--- config.mk ---
export PLATFORM = sky130hd
export DESIGN_NAME = uart_alu_if
export DESIGN_NICKNAME = d
export VERILOG_FILES = /design/src/rtl/uart_alu_if.sv
export SDC_FILE = /design/constraint.sdc
export NUM_CORES = 1
export LEC_CHECK = 0
export ABC_AREA = 1
export BUFFER_PORTS_ARGS = -buffer_cell sky130_fd_sc_hd__buf_4
export CAP_MARGIN = 20
export CORE_MARGIN = 5
export CORE_UTILIZATION = 50
export DETAILED_ROUTE_END_ITERATION = 8
export PLACE_DENSITY_LB_ADDON = 0.05
export SLEW_MARGIN = 10
export SYNTH_ARGS = -nofsm -noshare
export SYNTH_HDL_FRONTEND = slang
export SYNTH_SLANG_ARGS = --single-unit
export TNS_END_PERCENT = 5
--- constraint.sdc ---
create_clock -name clk -period 1.8 [get_ports clk]
set_input_delay 0.27 -clock clk [delete_from_list [all_inputs] [get_ports clk]]
set_output_delay 0.27 -clock clk [all_outputs]
set_load 0.1 [all_outputs]
--- src/rtl/uart_alu_if.sv ---
// uart_alu_if: assembles {A, B, opcode} from the UART receiver, drives the
// combinational ALU, captures its result one cycle later and hands it to
// the UART transmitter with a one-cycle start pulse.
module uart_alu_if #(
    parameter int NB_DATA     = 8,
    parameter int NB_OP       = 6,
    parameter int TIMEOUT_CYC = 1000000
) (
    input  logic               clk,
    input  logic               i_rst_n,
    input  logic [NB_DATA-1:0] i_rx_data,
    input  logic               i_rx_done,
    input  logic [NB_DATA-1:0] i_alu_result,
    input  logic               i_tx_done,
    output logic [NB_DATA-1:0] o_alu_data_a,
    output logic [NB_DATA-1:0] o_alu_data_b,
    output logic [NB_OP-1:0]   o_alu_op,
    output logic [NB_DATA-1:0] o_tx_data,
    output logic               o_tx_start,
    output logic               o_busy,
    output logic               o_err,
    output logic               o_overrun
);

    // A zero timeout still needs a one-bit counter so the design elaborates.
    localparam int CNT_W = (TIMEOUT_CYC > 0) ? $clog2(TIMEOUT_CYC + 1) : 1;
    localparam logic [CNT_W-1:0] CNT_LAST =
        (TIMEOUT_CYC > 0) ? CNT_W'(TIMEOUT_CYC - 1) : '0;

    typedef enum logic [2:0] {
        WAIT_A  = 3'd0,
        WAIT_B  = 3'd1,
        WAIT_OP = 3'd2,
        EXEC    = 3'd3,
        WAIT_TX = 3'd4
    } state_t;

    state_t           state;
    state_t           state_nxt;
    logic             rx_done_p1;
    logic             tx_done_p1;
    logic             rx_accept;
    logic             tx_accept;
    logic             op_ok;
    logic             timeout_hit;
    logic [CNT_W-1:0] cnt;

    logic load_a;
    logic load_b;
    logic load_op;
    logic err_set;
    logic start_set;
    logic busy_clr;
    logic ovr_set;

    // Opcode must have zero padding above the ALU field and name a supported op.
    function automatic logic opcode_valid(input logic [NB_DATA-1:0] b);
        logic [NB_OP-1:0] op;
        op = b[NB_OP-1:0];
        if (b[NB_DATA-1:NB_OP] != '0)
            return 1'b0;
        return (op == NB_OP'('h20)) || (op == NB_OP'('h22)) ||
               (op == NB_OP'('h24)) || (op == NB_OP'('h25)) ||
               (op == NB_OP'('h26)) || (op == NB_OP'('h03)) ||
               (op == NB_OP'('h02)) || (op == NB_OP'('h27));
    endfunction

    // Rising-edge strobes: a level held high counts only once.
    assign rx_accept = i_rx_done & ~rx_done_p1;
    assign tx_accept = i_tx_done & ~tx_done_p1;
    assign op_ok     = opcode_valid(i_rx_data);

    // An accept on the expiry edge wins, so the timeout is masked by it.
    assign timeout_hit = (TIMEOUT_CYC != 0) && !rx_accept &&
                         ((state == WAIT_B) || (state == WAIT_OP)) &&
                         (cnt == CNT_LAST);

    // State register.
    always_ff @(posedge clk or negedge i_rst_n) begin
        if (!i_rst_n)
            state <= WAIT_A;
        else
            state <= state_nxt;
    end

    // Next-state logic; any unexpected encoding falls back to WAIT_A.
    always_comb begin
        state_nxt = state;
        case (state)
            WAIT_A:  if (rx_accept) state_nxt = WAIT_B;
            WAIT_B: begin
                if (rx_accept)        state_nxt = WAIT_OP;
                else if (timeout_hit) state_nxt = WAIT_A;
            end
            WAIT_OP: begin
                if (rx_accept)        state_nxt = op_ok ? EXEC : WAIT_A;
                else if (timeout_hit) state_nxt = WAIT_A;
            end
            EXEC:    state_nxt = WAIT_TX;
            WAIT_TX: if (tx_accept) state_nxt = WAIT_A;
            default: state_nxt = WAIT_A;
        endcase
    end

    // Per-state control strobes feeding the registered outputs.
    always_comb begin
        load_a    = (state == WAIT_A)  && rx_accept;
        load_b    = (state == WAIT_B)  && rx_accept;
        load_op   = (state == WAIT_OP) && rx_accept && op_ok;
        err_set   = ((state == WAIT_OP) && rx_accept && !op_ok) || timeout_hit;
        start_set = (state == EXEC);
        busy_clr  = (state == WAIT_TX) && tx_accept;
        ovr_set   = ((state == EXEC) || (state == WAIT_TX)) && rx_accept;
    end

    // Edge-detect history, inter-byte counter and all registered outputs.
    always_ff @(posedge clk or negedge i_rst_n) begin
        if (!i_rst_n) begin
            rx_done_p1   <= 1'b0;
            tx_done_p1   <= 1'b0;
            cnt          <= '0;
            o_alu_data_a <= '0;
            o_alu_data_b <= '0;
            o_alu_op     <= '0;
            o_tx_data    <= '0;
            o_tx_start   <= 1'b0;
            o_busy       <= 1'b0;
            o_err        <= 1'b0;
            o_overrun    <= 1'b0;
        end else begin
            rx_done_p1 <= i_rx_done;
            tx_done_p1 <= i_tx_done;

            if (rx_accept || (state_nxt == WAIT_A) ||
                !((state == WAIT_B) || (state == WAIT_OP)))
                cnt <= '0;
            else
                cnt <= cnt + 1'b1;

            if (load_a)    o_alu_data_a <= i_rx_data;
            if (load_b)    o_alu_data_b <= i_rx_data;
            if (load_op)   o_alu_op     <= i_rx_data[NB_OP-1:0];
            if (start_set) o_tx_data    <= i_alu_result;

            o_tx_start <= start_set;
            o_err      <= err_set;

            if (load_op)       o_busy <= 1'b1;
            else if (busy_clr) o_busy <= 1'b0;

            if (ovr_set) o_overrun <= 1'b1;
        end
    end

endmodule

* Yosys cells after proc, flatten, opt, wreduce, memory -nomap -nowiden *
Cells that the tools add are included.

word-level totals
  logic and storage cells = 71
  bits of input ports = 20
  output and inout port bits = 34
  bits in registers = 59

operators by class
  bitwise operators = 4
  add/subtract/negate cells = 1
  eq/ne operators = 13
  multiplexer cells = 13
  reduce and logical (&&, ||, !) cells = 28

operators by type and width
  cell                   number
  $eq 6x6->1 const B     6
  $add 20x1->20 const B  1
  $eq 20x20->1 const B   1
  $mux 20                1
  $mux 3                 5
  $pmux 3 s5             1
  $eq 6x2->1 const B     2
  $logic_or 1x1->1       12
  $logic_and 1x1->1      9
  $eq 3x2->1 const B     2
  $logic_not 3->1        2
  $mux 1                 5
  $reduce_bool 2->1      2
  $eq 3x1->1 const B     1
  $eq 3x3->1 const B     1
  $logic_not 1->1        3
  $and 1x1->1            2
  $mux 2                 1
  $not 1->1              2

* Depth between registers and ports, before layout *
Gate-level depths: netlist of run 1.

  depth after elaboration = 16
  depth in mapped cells = 13
  depth with buffers taken out = 12

* Worst setup path before layout of run 1 *
OpenSTA, ideal clock, no wires.

  path kind = flip-flop to flip-flop
  start = reg cnt[0]
  end = reg cnt[14]
  clock period less this slack = 1,630 ps
  cell stages (with the launch flop) = 14
  slack = 170 ps
  required time = 1,679 ps
  path buffers = 1
  data arrival time = 1,509 ps
  setup time = 121 ps
  cell sequence = dfrtp_1 > ha_1 > nand3_2 > nor2_4 > inv_2 > nor2_1 > nand2_1 > nand2_1 > nand2_1 > nand2_1 > nand3_2 > nand2_2 > buf_6 > nor2_2

between the ends
  word-level cells in the longest chain between the ends = 9
  elaborated cells between the ends (all ways) = 11
  classes of those cells = add/sub: 1; eq/ne: 1; mux: 5; reduce/logical: 4

RTL lines
  element                           RTL line  RTL
  start, declared                   46        logic [CNT_W-1:0] cnt;
  start signal, assigned            138       cnt <= cnt + 1'b1;
  $eq 20x20->1                      76        (cnt == CNT_LAST);
  $logic_and 1x1->1                 75        ((state == WAIT_B) || (state == WAIT_OP)) &&
  $mux 3                            93, 97
  $mux 3, on equally long branches  96, 92
  $pmux 3 s5                        89        case (state)
  $logic_not 3->1                   134       if (rx_accept || (state_nxt == WAIT_A) ||
  $logic_or 1x1->1 (2 in a row)     134
  $mux 20 (*)                       134

Mark *: on every way between the ends. The rest lies on a longest branch, timed or not.
A chain may end at the register's enable or synchronous reset.

* Final worst setup path of run 1 *
  start = reg cnt[0]
  end = reg cnt[9]

Same word-level chain as after synthesis.

==> Implementation_results.wiki, run 1 <==
{| class="wikitable"
! Metric !! Value
|-
| Seq/Total Area, Yosys || around 55%
|-
| Most frequent cells after synthesis || 81 x sky130_fd_sc_hd__nand2_1, 59 x sky130_fd_sc_hd__dfrtp_1, 30 x sky130_fd_sc_hd__inv_1
|-
| TritonCTS Buffers || 9
|-
| Reg2reg path depth || 13
|-
| Post-synthesis instance area || ~0.0027 sq mm
|-
| Antenna Violating Nets Remaining || 0
|-
| Vias in the first global route || 2179
|-
| Overall die area || ~0.007 sq mm
|-
| Transition at the pin with the smallest max-transition slack || 0.716 ns
|-
| Remaining global-route overflow || 0
|-
| CTS clk-pin slew, worst paths || ~0.060 ns
|-
| Global-route usage over all layers || 17.5%
|-
| Post-layout minimum cycle time || 1.78 ns
|-
| Number of enable-type register cells in the synthesized netlist || 0
|-
| Type of the most critical hold path || input port to register
|-
| Number of H-tree levels || 3
|-
| Starting Density || 51.9%
|-
| First-pass GRT wire length || 9750 microns
|-
| Slowest-stage cell, CP || sky130_fd_sc_hd__dfrtp_1
|-
| Sink Count || 59
|-
| Status || complete, no violations
|-
| Critical path launch point type || register
|-
| Setup TNS || 0 ns
|-
| Filler Cells Inserted || 454
|-
| Total Power || 4.40 mW
|-
| Number of buffers inserted by port buffering || 53
|-
| Top_reg_cell synth || sky130_fd_sc_hd__dfrtp_1
|-
| Mapped Nets || 320
|-
| Combined area of the multi-input logic cells || between 0.001 and 0.0015 sq mm
|-
| Chip height || 83.0 microns
|-
| Core Util, Final || 68.6%
|-
| I/O pin total || between 50 and 60
|-
| Worst path depth || 13
|-
| Worst setup path category || register to register
|-
| Average footprint of a synthesized cell || 8.91 sq um
|-
| Series of cell instances along the critical path || ha_4, nand3_4, nor2_4, inv_2, nor2_1, nand2_1, nand2_1, nand2_1, nand2_1, nand3_2, nand2_4, clkbuf_16, nor2_2
|-
| RSZ-0062 raised after global routing || true
|-
| Portion of synthesized cell area occupied by the leading cell type || 55.4%
|-
| CP Buf/Inv Count || 2
|-
| Clock latency reported for the late side of the worst-skew pair || roughly 0.34 ns
|-
| Total routed wirelength || 5490 microns
|-
| Pin count of the biggest net entering global routing || 60
|-
| WHS Path Cells || 1
|-
| Maxcap violations || 0
|-
| Delay of the slowest cell on the worst path || around 0.39 ns
|-
| Syn-to-layout area delta || 32.3%
|-
| Std-Cell Core Area || between 0.005 and 0.006 sq mm
|-
| Hold violation total from the final report || 0
|-
| CTS tree || built
|-
| Total via count in the routed design || 2100
|-
| Critical path's top delay family || simple AND/OR/NAND/NOR gates
|-
| Number of failing setup endpoints in the final timing report || 0
|-
| Root cell of the clock tree || sky130_fd_sc_hd__clkbuf_8
|-
| Post-layout net count || 391
|-
| Leading post-synthesis cells by cell area || sky130_fd_sc_hd__dfrtp_1 55%, sky130_fd_sc_hd__nand2_1 11%, sky130_fd_sc_hd__nor2_2 4.5%
|-
| Cell variety after synth || 26
|-
| Most common cell in the synthesized netlist || sky130_fd_sc_hd__nand2_1
|-
| Data arrival time at the worst-slack endpoint || 2.00 ns
|-
| FFs w/ async S/R, synth || between 90% and 100%
|-
| Period Utilization, post-route || 98.6%
|-
| Top fanout value on the critical path || 6
|-
| Cell leakage power || 1.70 nW
|-
| Category of the worst setup path capture point || register
|-
| Max Slew Vio Count || 0
|-
| Worst-case vdd ir drop || ~1.2 mV
|-
| Final HPWL DP || 3800 microns
|-
| PD cells || roughly 1200 mW/mm^2
|-
| Drt via density || 4.72
|-
| Final Wtd Congestion || 0.874
|-
| Required @ worst endpoint || 2.02 ns
|-
| Largest clock skew in the final design || 0.00770 ns
|-
| First drt pass iteration count || 4
|-
| Number of register bits inferred by synthesis || a little under 60
|-
| Die width || between 80 and 90 microns
|-
| Bufs on Longest Clock Path || 2
|-
| Diodes inserted || 0
|-
| Synth area leader || sky130_fd_sc_hd__dfrtp_1
|-
| Storage element area || 0.00148 sq mm
|-
| Remaining routing DRC violations || 0
|-
| Detailed router's first-iteration violation count || 96
|-
| Gate count of the mapped netlist || 299
|-
| Normalized max-slew margin || 52.2%
|-
| Number of synthesis warnings || 0
|-
| Post-DR wirelength/cell || 12.3 microns
|-
| Fmax || 563 MHz
|-
| Number of antenna violations at the first check in global routing || 0
|-
| Critical path's most frequent cell || sky130_fd_sc_hd__nand2_1
|-
| Proportion of layout cells with a drive suffix above 1 || 33.9%
|-
| Number of placement rows || 26
|}
==> cell families after synthesis <==
| kind of cell | after synthesis | synth area share (%) |
|---|---|---|
| adders and majority gates | 1 | 0.469 |
| and+or+nand+nor | 149 | 26.2 |
| buffers and inverters | 48 | 7.42 |
| xor gates and xnor gates | 15 | 4.93 |
| DFF | 59 | 55.4 |
| AOI/OAI and AO/OA | 27 | 5.54 |
==> routing by layer <==
metal | vias to the layer above | wire length, microns | track usage (%)
li1 | 1062 | - | -
met1 | 984 | 2390 | 20.8
met3 | 11 | 276 | 6.44
met5 | - | 0 | 0
met4 | 0 | 125 | 8.62
met2 | 43 | 2710 | 28.1
==> worst paths after layout <==
path | to | slack, ns | start
setup / recovery | cnt[9]$_DFF_PN0_ | 0.02 | cnt[0]$_DFF_PN0_
hold / removal | rx_done_p1$_DFF_PN0_ | 0.05 | i_rx_done
setup reg to reg | cnt[9]$_DFF_PN0_ | 0.02 | cnt[0]$_DFF_PN0_
hold reg to reg | o_tx_data[3]$_DFFE_PN0P_ | 0.48 | o_tx_data[3]$_DFFE_PN0P_
max in group asynchronous | state[0]$_DFF_PN0_ | 0.75 | i_rst_n
min in group asynchronous | cnt[13]$_DFF_PN0_ | 0.54 | i_rst_n
==> worst reg2reg max path, stage by stage (launching register included) <==
cell and delay (ns):
sky130_fd_sc_hd__dfrtp_1 0.39, sky130_fd_sc_hd__ha_4 0.17, sky130_fd_sc_hd__nand3_4 0.10, sky130_fd_sc_hd__nor2_4 0.16
sky130_fd_sc_hd__inv_2 0.04, sky130_fd_sc_hd__nor2_1 0.09, sky130_fd_sc_hd__nand2_1 0.09, sky130_fd_sc_hd__nand2_1 0.08
sky130_fd_sc_hd__nand2_1 0.05, sky130_fd_sc_hd__nand2_1 0.09, sky130_fd_sc_hd__nand3_2 0.08, sky130_fd_sc_hd__nand2_4 0.12
sky130_fd_sc_hd__clkbuf_16 0.17, sky130_fd_sc_hd__nor2_2 0.04
==> report_power, final <==
group,switching [mW],internal (mW)
registers,0.0846,1.47
clock network,0.508,0.853
logic,1.21,0.277
total,1.80,2.60
==> sequential cells by signal, summed over array words and instances (netlist names) <==
name          cells
cnt              20
o_alu_data_b      8
o_busy            1
o_err             1
tx_done_p1        1
o_alu_op          6
o_alu_data_a      8
rx_done_p1        1
o_tx_data         8
o_tx_start        1
o_overrun         1
state             3
==> stage by stage <==
step | cells | hold slack, ns | worst slack (ns) | area (sq um)
floorplan | 299 | -0.0256 | 0.170 | 2670
global placement | 424 | 0.376 | 0.0505 | 3190
detailed placement | 424 | 0.372 | -0.0216 | 3190
CTS | 442 | 0.0299 | 0.000516 | 3440
global route | 445 | 0.0295 | -0.110 | 3530
finish | 445 | 0.0468 | 0.0248 | 3530
==> repair_timing <==
item | CTS | global route
resized for setup | 0 | 10
hold buffers | 1 | 0
pin swaps | 0 | 4
endpoints found under the hold margin | 3 | 0
endpoints found under the setup margin | 20 | 20
gates cloned | 0 | 1
setup buffers | 1 | 2
==> cell type report <==
cell class	instances	share of cell area (%)
inverter	43	4.65
tap	70	2.48
sequential	59	41.9
clock inverter	4	2.06
clock buffer	12	4.40
timing repair buffer	65	15.1
multi-input combinational	192	29.4
==> cells in the final DEF (no fill, tap or decap), drive strengths merged, types with 4 or more instances in the layout <==
master | Yosys | routed
xor2 | 13 | 13
nand4 | 4 | 4
clkbuf | 3 | 13
nand3 | 15 | 15
o21ai | 24 | 24
nor3 | 6 | 6
buf | 2 | 63
nor2 | 40 | 40
nand2 | 82 | 82
dfrtp | 59 | 59
inv | 42 | 42
No activity file was read; power rests on OpenSTA's default activity.
==> inputs of run 2 (changes only) <==
--- a/config.mk
+++ b/config.mk
@@ -5,7 +5,6 @@
 export SDC_FILE = /design/constraint.sdc
 export NUM_CORES = 1
 export LEC_CHECK = 0
-export ABC_AREA = 1
 export BUFFER_PORTS_ARGS = -buffer_cell sky130_fd_sc_hd__buf_4
 export CAP_MARGIN = 20
 export CORE_MARGIN = 5
==> run 2 against run 1 <==
  * The run now ends with negative setup slack left
  * Clock skew decreased by 0.0014 ns
  * Sequential share of layout area increased by 1.3 points
  * Worst hold slack improved by 0.014 ns
  * Final area decreased by 3.2%
  * Synthesized area decreased by 5.5%
  * Core utilization increased by 2.3 points
  * Flip-flop and latch count unchanged
  * Worst setup slack got worse by 0.31 ns
  * Count of clock-buffer cells in the layout increased by 1
  * Final cell count decreased by 17%
  * Register-to-register slack got worse by 0.31 ns
  * Critical endpoint is now o_err$_DFF_PN0_
==> Implementation_results.wiki, run 2 <==
{| class="wikitable"
! Metric !! Value
|-
| Root cell of the clock tree || sky130_fd_sc_hd__clkbuf_8
|-
| Syn-to-layout area delta || 35.6%
|-
| Hold violation total from the final report || 0
|-
| Cell variety after synth || 31
|-
| Number of failing setup endpoints in the final timing report || 23
|-
| Transition at the pin with the smallest max-transition slack || 0.446 ns
|-
| Top fanout value on the critical path || 4
|-
| Max Slew Vio Count || 0
|-
| Diodes inserted || 0
|-
| Detailed router's first-iteration violation count || 99
|-
| Most frequent cells after synthesis || 59 x sky130_fd_sc_hd__dfrtp_1, 28 x sky130_fd_sc_hd__mux2_2, 15 x sky130_fd_sc_hd__nor2_1
|-
| Chip height || a little over 80 microns
|-
| Remaining routing DRC violations || 0
|-
| Status || finished with violations
|-
| Fmax || approximately 480 MHz
|-
| TritonCTS Buffers || 9
|-
| Synth area leader || sky130_fd_sc_hd__dfrtp_1
|-
| Post-layout minimum cycle time || between 2 and 2.5 ns
|-
| Final HPWL DP || 3800 microns
|-
| Critical Path Source || cnt[15]$_DFF_PN0_
|-
| Antenna Violating Nets Remaining || 0
|-
| Category of the worst setup path capture point || register
|-
| Starting Density || 52.3%
|-
| Vias in the first global route || 1953
|-
| Mapped Nets || 234
|-
| Final Wtd Congestion || 0.794
|-
| Overall die area || 0.00656 sq mm
|-
| Slowest-stage cell, CP || sky130_fd_sc_hd__or4_4
|-
| Pin count of the biggest net entering global routing || 29
|-
| First drt pass iteration count || 4
|-
| Number of placement rows || 25
|-
| CTS tree || built
|-
| Critical path's most frequent cell || sky130_fd_sc_hd__or4_4
|-
| Series of cell instances along the critical path || or4_4, or4_4, or4_1, a31oi_1
|-
| Maxcap violations || 0
|-
| Normalized max-slew margin || 70.0%
|-
| Post-synthesis share of cell area spent on full adders, half adders and majority gates || 0.497%
|-
| Clock latency reported for the late side of the worst-skew pair || 0.32 ns
|-
| Area share of and/or/nand/nor cells after synthesis || 17.1%
|-
| Number of H-tree levels || 3
|-
| Most common cell in the synthesized netlist || sky130_fd_sc_hd__dfrtp_1
|-
| FFs w/ async S/R, synth || 100%
|-
| Number of enable-type register cells in the synthesized netlist || 0
|-
| Largest clock skew in the final design || between 0.006 and 0.007 ns
|-
| Total via count in the routed design || roughly 1900
|-
| Std-Cell Core Area || 0.00482 sq mm
|-
| Post-synthesis instance area || about 0.0025 sq mm
|-
| Largest family of logic cells by synthesized area || simple AND/OR/NAND/NOR gates
|-
| Hold slack || 0.0612 ns
|-
| Core Util, Final || 70.9%
|-
| Critical path launch point type || register
|-
| Most used cells in the layout excluding fill and tap cells || 81 x sky130_fd_sc_hd__buf_4, 59 x sky130_fd_sc_hd__dfrtp_1, 28 x sky130_fd_sc_hd__mux2_2, 15 x sky130_fd_sc_hd__nor2_1, 14 x sky130_fd_sc_hd__nand3_1
|-
| Portion of synthesized cell area occupied by the leading cell type || about three fifths
|-
| Data arrival time at the worst-slack endpoint || 2.33 ns
|-
| Register ranked first by flip-flop count || cnt
|-
| Total routed wirelength || 5110 microns
|-
| Count of buffers added by post-CTS timing repair for setup || 0
|-
| Minimum setup slack in the final design || -0.290 ns
|-
| Post-layout net count || around 320
|-
| Delay of the slowest cell on the worst path || between 0.5 and 0.6 ns
|-
| CTS clk-pin slew, worst paths || 0.06 ns
|-
| Worst setup slack after placement || -0.280 ns
|-
| Bufs on Longest Clock Path || 2
|-
| Seq/Total Area, Yosys || 58.6%
|-
| R2R Path Start || cnt[15]$_DFF_PN0_
|-
| Drt via density || around 5.2
|-
| Average footprint of a synthesized cell || 11.8 sq um
|-
| Leading post-synthesis cells by cell area || sky130_fd_sc_hd__dfrtp_1 59%, sky130_fd_sc_hd__mux2_2 13%, sky130_fd_sc_hd__nand3_1 2.8%
|-
| Filler Cells Inserted || 379
|-
| Post-DR wirelength/cell || 13.8 microns
|-
| Die width || between 80 and 90 microns
|-
| Combined area of the multi-input logic cells || between 0.001 and 0.0015 sq mm
|-
| XOR/XNOR Fraction of Synth Area || between 3 and 4%
|-
| First-pass GRT wire length || around 8900 microns
|-
| Flip-flop count of the largest register after layout || 20
|-
| Type of the most critical hold path || input port to register
|-
| Setup TNS || -5.82 ns
|-
| I/O pin total || 54
|-
| Gate count of the mapped netlist || between 200 and 250
|-
| Number of antenna violations at the first check in global routing || 0
|-
| Multiplexer area fraction after synthesis || 12.5%
|-
| Storage element area || 0.00148 sq mm
|-
| Number of synthesis warnings || 0
|-
| Period Utilization, post-route || 116%
|-
| Most common library cell in the layout ignoring fill and taps || sky130_fd_sc_hd__buf_4
|-
| RSZ-0062 raised after global routing || true
|-
| Violations in the final reports || negative setup slack
|-
| Global-route usage over all layers || 17.4%
|-
| Remaining global-route overflow || 0
|-
| Number of buffers inserted by port buffering || 53
|-
| Worst setup path category || register to register
|-
| Compound-Gate Fraction of Synth Area || under 10%
|-
| Top_reg_cell synth || sky130_fd_sc_hd__dfrtp_1
|-
| Proportion of layout cells with a drive suffix above 1 || 42.4%
|-
| Launch instance of the worst min-delay path || i_tx_done
|-
| Required @ worst endpoint || 2.04 ns
|-
| Sink Count || approximately 60
|-
| Number of register bits inferred by synthesis || between 50 and 60
|}
-- run 2: routing by layer --
layer	up-vias	global-route usage, %	wire length [microns]
li1	944	-	-
met1	918	23.5	2430
met2	45	27.1	2330
met3	7	4.43	278
met4	0	6.59	76
met5	-	0	0
-- run 2: layout make-up --
type / count / share of cell area, %
clock buffers: 13 / 4.65
clock inverters: 2 / 1.03
inverters: 6 / 0.660
multi-input cells: 141 / 29.5
flip-flops and latches: 59 / 43.2
well taps: 67 / 2.46
repair buffers: 83 / 18.4
-- run 2: cell families (layout without fill, tap and decap cells) --
group | count (synthesis) | after routing
XOR/XNOR | 10 | 10
adder cells (fa/ha/maj) | 1 | 1
buffers and inverters | 13 | 104
AND/OR/NAND/NOR | 78 | 78
multiplexers | 28 | 28
flip-flops | 59 | 59
AO/OA/AOI/OAI | 24 | 24
-- run 2: what timing repair did --
item                                   in CTS  in global routing
gates resized for setup                     3                  2
endpoints found under the hold margin      26                  0
setup endpoints to repair                  23                 23
pin swaps                                   7                  1
hold buffers                                1                  0
-- run 2: path summary, 6_finish.rpt --
path / depth (start not counted) / slack [ns] / to
worst max-delay path: 4 / -0.29 / o_err$_DFF_PN0_
worst min-delay path: 1 / 0.06 / tx_done_p1$_DFF_PN0_
worst max register to register: 4 / -0.29 / o_err$_DFF_PN0_
worst min register to register: 1 / 0.48 / o_overrun$_DFFE_PN0P_
max in group asynchronous: 3 / 0.85 / state[0]$_DFF_PN0_
min in group asynchronous: 2 / 0.40 / cnt[16]$_DFF_PN0_
-- run 2: per-stage QoR --
step / area (sq um) / cells
finish: 3410 / 371
global route: 3410 / 371
CTS: 3410 / 371
detailed placement: 3190 / 355
global placement: 3190 / 355
floorplan: 2520 / 213
-- run 2: critical path, delay by kind of cell (launching register included) --
| kind | cells | cell delay (ns) |
|---|---|---|
| compound gates | 1 | 0.16 |
| flops | 1 | 0.38 |
| simple gates | 3 | 1.47 |
Power of run 2 is left out: the tool's default activity adds up to more than one toggle a clock period on the data nets, which glitch-free logic cannot reach.
